[config.mk]
export PLATFORM = sky130hd
export DESIGN_NAME = single
export DESIGN_NICKNAME = d
export VERILOG_FILES = /design/src/rtl/single.sv
export SDC_FILE = /design/constraint.sdc
export NUM_CORES = 1
export LEC_CHECK = 0
export ABC_CLOCK_PERIOD_IN_PS = 1750
export CAP_MARGIN = 10
export CORE_MARGIN = 2
export CORE_UTILIZATION = 31
export CTS_CLUSTER_SIZE = 30
export DETAILED_ROUTE_END_ITERATION = 6
export PLACE_DENSITY_LB_ADDON = 0.12
export SLEW_MARGIN = 5
export SYNTH_ARGS = -nofsm -noshare
export SYNTH_HDL_FRONTEND = slang
export SYNTH_SLANG_ARGS = --single-unit
[constraint.sdc]
create_clock -name clock -period 1.75 [get_ports clock]
set_clock_uncertainty 0.05 [all_clocks]
set_input_delay 0.175 -clock clock [delete_from_list [all_inputs] [get_ports clock]]
set_output_delay 0.175 -clock clock [all_outputs]
set_load 0.05 [all_outputs]
[src/rtl/single.sv]
// Control decoder for the LEGv8 unconditional branch B.
// The instruction is decoded into named control fields every cycle, and the
// packed control word is registered once per clock.
module single (
  input  logic        clock,
  input  logic        reset,
  input  logic [31:0] i,
  output logic [93:0] CW
);

  localparam logic [5:0] B_OP = 6'b000101;

  logic [5:0]  w_opcode;
  logic [25:0] w_imm26;

  // Decoded control fields for the current instruction word.
  logic [4:0]  DA;
  logic [4:0]  SA;
  logic [4:0]  SB;
  logic [4:0]  FS;
  logic [1:0]  PS;
  logic [1:0]  enable;
  logic        regWrite;
  logic        memWrite;
  logic        PC_sel;
  logic        B_sel;
  logic        status_load;
  logic [63:0] k;
  logic        state;

  logic [93:0] r_cw;

  assign w_opcode = i[31:26];
  assign w_imm26  = i[25:0];

  // Decode: every field defaults to zero, so a non-B opcode yields CW = 0.
  always_comb begin
    DA          = 5'd0;
    SA          = 5'd0;
    SB          = 5'd0;
    FS          = 5'd0;
    PS          = 2'b00;
    enable      = 2'b00;
    regWrite    = 1'b0;
    memWrite    = 1'b0;
    PC_sel      = 1'b0;
    B_sel       = 1'b0;
    status_load = 1'b0;
    k           = 64'd0;
    state       = 1'b0;
    if (w_opcode == B_OP) begin
      // Word offset is sign-extended but not scaled; the PC unit applies x4.
      k      = {{38{w_imm26[25]}}, w_imm26};
      PS     = 2'b11;
      PC_sel = 1'b1;
    end
  end

  // Register the packed control word; reset clears it with priority over decode.
  always_ff @(posedge clock) begin
    if (!reset) begin
      r_cw <= 94'd0;
    end else begin
      r_cw <= {k, DA, SA, SB, FS, PS, enable, regWrite, memWrite,
               PC_sel, B_sel, status_load, state};
    end
  end

  assign CW = r_cw;

endmodule

# Word-level counts from Yosys, hierarchy flattened
# Cells that the tools add are included.
# totals
regBits	56
in_bits	34
output_inout_bits	94
wordCells	7
# op_classes
n_mux	2
eq_ne	1
n_reduce_logical	1
# op_table
op	n
6-bit by 3-bit == test with 1-bit output (second input constant)	1
2-bit two-way mux	1
2-bit AND reduction	1
1-bit two-way mux	1

# Logic depth before layout (Yosys ltp)
# Gate-level depths: netlist of run 1.
# depth
ltp_word	2
depth_mapped	3

# Worst setup path before layout of run 1
# No wires, ideal clock.
# synth_path
path_kind	reg-to-output
startpoint	register, netlist name CW[55]
endpoint	output port CW[56]
arrival_time_ps	1572
required_ps	1525
stages_incl_launch_ff	2
path_buffers	1
slack_ps	-47
path_cell_list	dfxtp_1 -> buf_4
# synth_lines
item	line_no	source
to (decl)	8	output logic [93:0] CW
# No word-level cell between the ends.

# Worst setup path after layout of run 1
# layout_path
startpoint	register r_cw[8], in the netlist CW[8]
endpoint	output port CW[8]
# layout_lines
item	line_no	source
from (decl)	31	logic [93:0] r_cw;
from (signal assigned)	64	r_cw <= {k, DA, SA, SB, FS, PS, enable, regWrite, memWrite,
# No word-level cell between the ends.

==> results.md, run 1 <==
- Worst setup path category: reg -> out
- Row Count: 24
- DR vias/cell: 4.13
- Global-route wire length before repair: 4730 um
- Fmax: 601 MHz
- Post-CTS Resized: 0
- Nets@finish: 226
- Full die area: 5180 um2
- H-tree lvl count: 1
- Hold Fails Final Rpt: 0
- Sequential fraction of the synthesis area: 37.7%
- Buf/Inv on CP: 1
- Gr usage total: 11.8%
- Count of state elements after synthesis: 27
- Synth unique cells: 11
- CP arrival: 1.44 ns
- Unrepaired setup endpoints after global routing: no
- Die Y: 72.0 um
- Avg Inst Size Synth: 11.0 um2
- PwrDens: 485 nW/um2
- # setup viols final: 0
- VDD IR-drop max: 320 uV
- Root buffer cell: clkbuf_8
- Post-Synthesis Cells: 130
- Measured slew at the worst slew-check pin: 0.522 ns
- Inserted Diodes: 0
- Post-Layout Cell Count: 243
- Vias: 1004
- CTS Buf Count: 3
- Ys async rst share: 0%
- Vias in the first global route: 924
- # DRC: 0
- CTS Hold Bufs: 0
- Worst slew margin: 65.1%
- CTS tree: built
- Core area: 4410 um2
- Min-Delay Path Class: in -> reg
- Crit path time final: 1.66 ns
- Initial antenna violation count: 0
- Die X: 72.0 um
- Largest net degree at the start of global routing: 40
- GR Overflow Total: 0
- Critical path startpoint category: flop
- CP Cell Sequence: clkdlybuf4s50_1
- Top cells by area, synth: dfxtp_1 38%, buf_4 35%, and4bb_2 17%
- CTS Sinks: 27
- Crit path largest cell delay: 0.81 ns
- Post-route cell area: 2550 um2
- Max reg flops: 27
- Delay-heaviest family, CP: buffers and inverters
- Avg WL per Cell: 13.6 um
- Drt pass-1 iters: 4
- Dpl cell area: 2500 um2
- Placed cell count: 239
- Top_reg_cell synth: dfxtp_1
- Post-synth top area cell: dfxtp_1
- Outcome: completed
- Detailed Route WL: 3300 um
- Lkg Pwr: 1.00 nW
- Synth top area share: 37.7%
- Routed Antenna Nets: 0
- Iter 0 DRT Violations: 8
- Most frequent cell after synthesis: buf_4
- I/O Buffers: 100
- Setup_tns: 0 ns
- CP max FO: 3
- Number of synthesized flops with an enable pin: 0
- CP Capture Type: primary output
- Clock slew at reported path FFs: 0.08 ns
- Clock Tree Buf Depth: 2
- Layout area overhead: 77.9%
- GP Congestion: 0.675
- CP max-delay cell: clkdlybuf4s50_1
- DPL Wire Length: 2600 um
- FILL cells: 375
- Synth top cells by count: 67 x buf_4, 27 x dfxtp_1, 19 x and4bb_2
- Yosys warning total: 0
- Pins Over Slew Limit: 0
- Ports: 128
- Max Cap Viol: 0
- Initial core utilization: 32.5%
- Setup Buffers After CTS: 0
- Mapped cell area: 1430 um2
- Final Cycle Share: 95.1%
- Layout cell share with drive strength beyond 1: 36.1%
- Worst Path Required: 1.52 ns
-- kinds of logic (layout without fill, tap and decap cells) --
logic type / Yosys count / after routing / synth area share (%)
DFF: 27 / 27 / 37.7
other: 1 / 27 / 0.262
buffers and inverters: 73 / 108 / 36.8
and+or+nand+nor: 29 / 29 / 25.2
-- power breakdown --
part	internal (W)	total, W	switching, W
clock	0.000163	0.000340	0.000177
combinational	0.000100	0.000281	0.000181
sequential	0.000616	0.000616	0.000000676
-- cells in the final DEF (no fill, tap or decap), drive strengths merged --
master	instances
and4bb	20
buf	43
clkbuf	4
clkdlybuf4s50	61
conb	27
dfxtp	27
nand4bb	1
nor2b	1
nor4b	1
nor4bb	6
-- routing by layer --
| layer | up-vias | global-route usage, % | share of wire (%) |
|---|---|---|---|
| met1 | 456 | 12.5 | 37 |
| met3 | 2 | 3.19 | 11 |
| met5 | - | 0 | 0 |
| met4 | 0 | 5.03 | 1.0 |
| li1 | 467 | - | - |
| met2 | 79 | 21.8 | 51 |
-- worst paths after layout --
kind | slack [ns] | end | depth (start not counted) | start
setup / recovery | 0.09 | CW[8] | 1 | CW[8]$_SDFF_PN0_
hold / removal | 0.43 | CW[54]$_SDFF_PN0_ | 2 | i[24]
-- metrics by stage --
| stage | hold WS [ns] | setup WS [ns] | util, % | power, W |
|---|---|---|---|---|
| 2_1_floorplan | 0.195 | 0.422 | - | 0.000858 |
| 3_3_place_gp | 0.696 | 0.243 | 56.7 | 0.000907 |
| 3_5_place_dp | 0.712 | 0.164 | 56.7 | 0.000910 |
| 4_1_cts | 0.422 | 0.0635 | 57.7 | 0.00126 |
| 5_1_grt | 0.417 | 0.0351 | 57.7 | 0.00130 |
| 6_report | 0.430 | 0.0863 | 57.7 | 0.00124 |
-- final cells by class --
| type | count | area [um2] | area share, % |
|---|---|---|---|
| sequential | 27 | 542 | 21.3 |
| timing repair buffer | 104 | 1430 | 56.3 |
| clock buffer | 4 | 45.0 | 1.77 |
| multi-input combinational | 56 | 463 | 18.2 |
| tap | 52 | 65.1 | 2.55 |
No activity file was read; power rests on OpenSTA's default activity.
==> run 2, diff against run 1 <==
ABC_AREA = 1   (was not set)
CORE_UTILIZATION = 30   (was 31)
==> results.md, run 2 <==
- Initial antenna violation count: 0 (unchanged)
- PwrDens: 491 nW/um2 (+1.2%)
- Top cells by area, synth: dfxtp_1 40%, buf_4 37%, nor2_2 9.7%
- Ports: 128 (unchanged)
- Synth unique cells: 9 (-2)
- CP max-delay cell: clkdlybuf4s50_1
- CTS Buf Count: 3 (unchanged)
- Setup_tns: 0 ns (unchanged)
- CTS tree: built
- Root buffer cell: clkbuf_8
- Avg WL per Cell: 9.91 um (-27%)
- CP Cell Sequence: clkdlybuf4s50_1
- Dpl cell area: 2420 um2 (-3.1%)
- Die X: 71.3 um (-0.99%)
- Hold Fails Final Rpt: 0 (unchanged)
- Nets@finish: 257 (+14%)
- Vias in the first global route: 836 (-9.5%)
- Max reg flops: 27 (unchanged)
- Worst Path Required: 1.52 ns (about the same)
- Iter 0 DRT Violations: 25 (+17)
- Layout cell share with drive strength beyond 1: 31.1% (-5.0 points)
- Crit path largest cell delay: 0.80 ns (about the same)
- Largest net degree at the start of global routing: 40 (unchanged)
- Critical path startpoint category: flop
- Global-route wire length before repair: 4290 um (-9.2%)
- Yosys warning total: 0 (unchanged)
- GP Congestion: 0.674 (-0.22%)
- M2 GR Usage: 19.5% (-2.3 points)
- Setup Buffers After CTS: 0 (unchanged)
- DPL Wire Length: 2330 um (-10%)
- # setup viols final: 0 (unchanged)
- Routed Antenna Nets: 0 (unchanged)
- Core area: 4350 um2 (-1.4%)
- Buf/Inv on CP: 1 (unchanged)
- Layout area overhead: 82.0%
- Post-Synthesis Cells: 159 (+22%)
- Final Cycle Share: 93.6% (-1.4 points)
- Vias: 940 (-6.4%)
- Detailed Route WL: 2710 um (-18%)
- Gr usage total: 10.8% (-0.98 points)
- Worst Hold Depth: 3 (+1)
- Full die area: 5080 um2 (-2.0%)
- DR vias/cell: 3.43 (-17%)
- Drt pass-1 iters: 4 (unchanged)
- Fmax: 610 MHz (+1.5%)
- Top_reg_cell synth: dfxtp_1
- Inserted Diodes: 0 (unchanged)
- Post-route cell area: 2470 um2 (-3.0%)
- Synth top cells by count: 67 x buf_4, 30 x inv_1, 27 x dfxtp_1
- Synth top area share: 39.8% (+2.1 points)
- Layer with the highest usage: met2
- Count of state elements after synthesis: 27 (unchanged)
- Commonest non-fill, non-tap cell in the layout: clkdlybuf4s50_1
- CP Capture Type: primary output
- Ys async rst share: 0% (unchanged)
- CTS Sinks: 27 (unchanged)
- Worst setup path category: reg -> out
- Commonest non-fill, non-tap cells in the layout: 60 x clkdlybuf4s50_1, 41 x buf_12, 30 x inv_1
- Hold wc startpoint: i[2]
- Pins Over Slew Limit: 0 (unchanged)
- GR Overflow Total: 0 (unchanged)
- CP max FO: 3 (unchanged)
- Hold endpoint: CW[32]$_SDFF_PN0_
- Die Y: 71.3 um (-0.99%)
- CTS Hold Bufs: 0 (unchanged)
- Unrepaired setup endpoints after global routing: no
- Outcome: completed
- Lkg Pwr: 1.12 nW (+12%)
- Clock Tree Buf Depth: 2 (unchanged)
- Post-CTS Resized: 0 (unchanged)
- Post-synth top area cell: dfxtp_1
- # DRC: 0 (unchanged)
- CP arrival: 1.41 ns (-0.03 ns)
- VDD IR-drop max: 558 uV (+74%)
- Clock slew at reported path FFs: 0.09 ns (about the same)
- Crit path time final: 1.64 ns (-0.0251 ns)
- Measured slew at the worst slew-check pin: 0.515 ns (-0.00737 ns)
- Avg Inst Size Synth: 8.54 um2 (-23%)
- I/O Buffers: 100 (unchanged)
- Delay-heaviest family, CP: buffers and inverters
- Sequential fraction of the synthesis area: 39.8% (+2.1 points)
- Most frequent cell after synthesis: buf_4
- Max Cap Viol: 0 (unchanged)
- Initial core utilization: 31.2% (-1.3 points)
- Number of synthesized flops with an enable pin: 0 (unchanged)
- Worst slew margin: 65.6% (+0.49 points)
- M1 GR Usage: 12.0% (-0.43 points)
- Min-Delay Path Class: in -> reg
- Mapped cell area: 1360 um2 (-5.2%)
- Row Count: 24 (unchanged)
- H-tree lvl count: 1 (unchanged)
- Met3 Use GR: 4.78% (+1.6 points)
==> run 2: cell count changes in the layout (fill, tap and decap cells not counted), sizes merged, moves of 4 or more <==
cell | previous run | this run
nor2 | 0 | 28
inv | 0 | 30
nor4bb | 6 | 0
nand2 | 0 | 4
and4bb | 20 | 0
==> run 2: power breakdown <==
part / internal (W) / switching, W
registers: 0.000616 / 0.000000591
clock network: 0.000159 / 0.000179
logic: 0.0000854 / 0.000174
total: 0.000860 / 0.000354
==> run 2: kinds of logic (layout without fill, tap and decap cells) <==
logic type,Yosys count,after routing,share of synthesized area [%]
and+or+nand+nor,32,32,12.9
DFF,27,27,39.8
other,1,27,0.276
buffers and inverters,99,136,47.0
==> run 2: how the worst max path moves through the flow <==
stage / startpoint / end / cells past startpoint / slack [ns]
floorplan: CW[55]$_SDFF_PN0_ / CW[56] / 1 / 0.42
CTS: CW[8]$_SDFF_PN0_ / CW[3] / 1 / 0.09
global placement: CW[8]$_SDFF_PN0_ / CW[3] / 1 / 0.40
global route: CW[8]$_SDFF_PN0_ / CW[9] / 1 / 0.06
detailed placement: CW[8]$_SDFF_PN0_ / CW[3] / 1 / 0.39
finish: CW[8]$_SDFF_PN0_ / CW[3] / 1 / 0.11
==> run 2: final cells by class <==
cell class	count	area (um2)
Clock buffer	3	41.3
Fill cell	382	1880
Sequential cell	27	542
Clock inverter	1	5.00
Inverter	30	113
Tap cell	52	65.1
Multi-Input combinational cell	59	277
Timing Repair Buffer	102	1430
==> run 2: metrics by stage <==
step | hold WS [ns] | total power (W) | cells | util [%] | setup WS, ns
after floorplan | 0.230 | 0.000850 | 185 | - | 0.422
after global placement | 0.582 | 0.000889 | 270 | 55.7 | 0.399
after detailed placement | 0.587 | 0.000890 | 270 | 55.7 | 0.394
after CTS | 0.364 | 0.00124 | 274 | 56.8 | 0.0926
after global routing | 0.380 | 0.00128 | 274 | 56.8 | 0.0564
final | 0.371 | 0.00121 | 274 | 56.8 | 0.111
==> run 2: layer usage <==
layer	up-vias	share of wire (%)
li1	477	-
met1	396	33
met2	65	54
met3	2	12
met4	0	0.48
met5	-	0
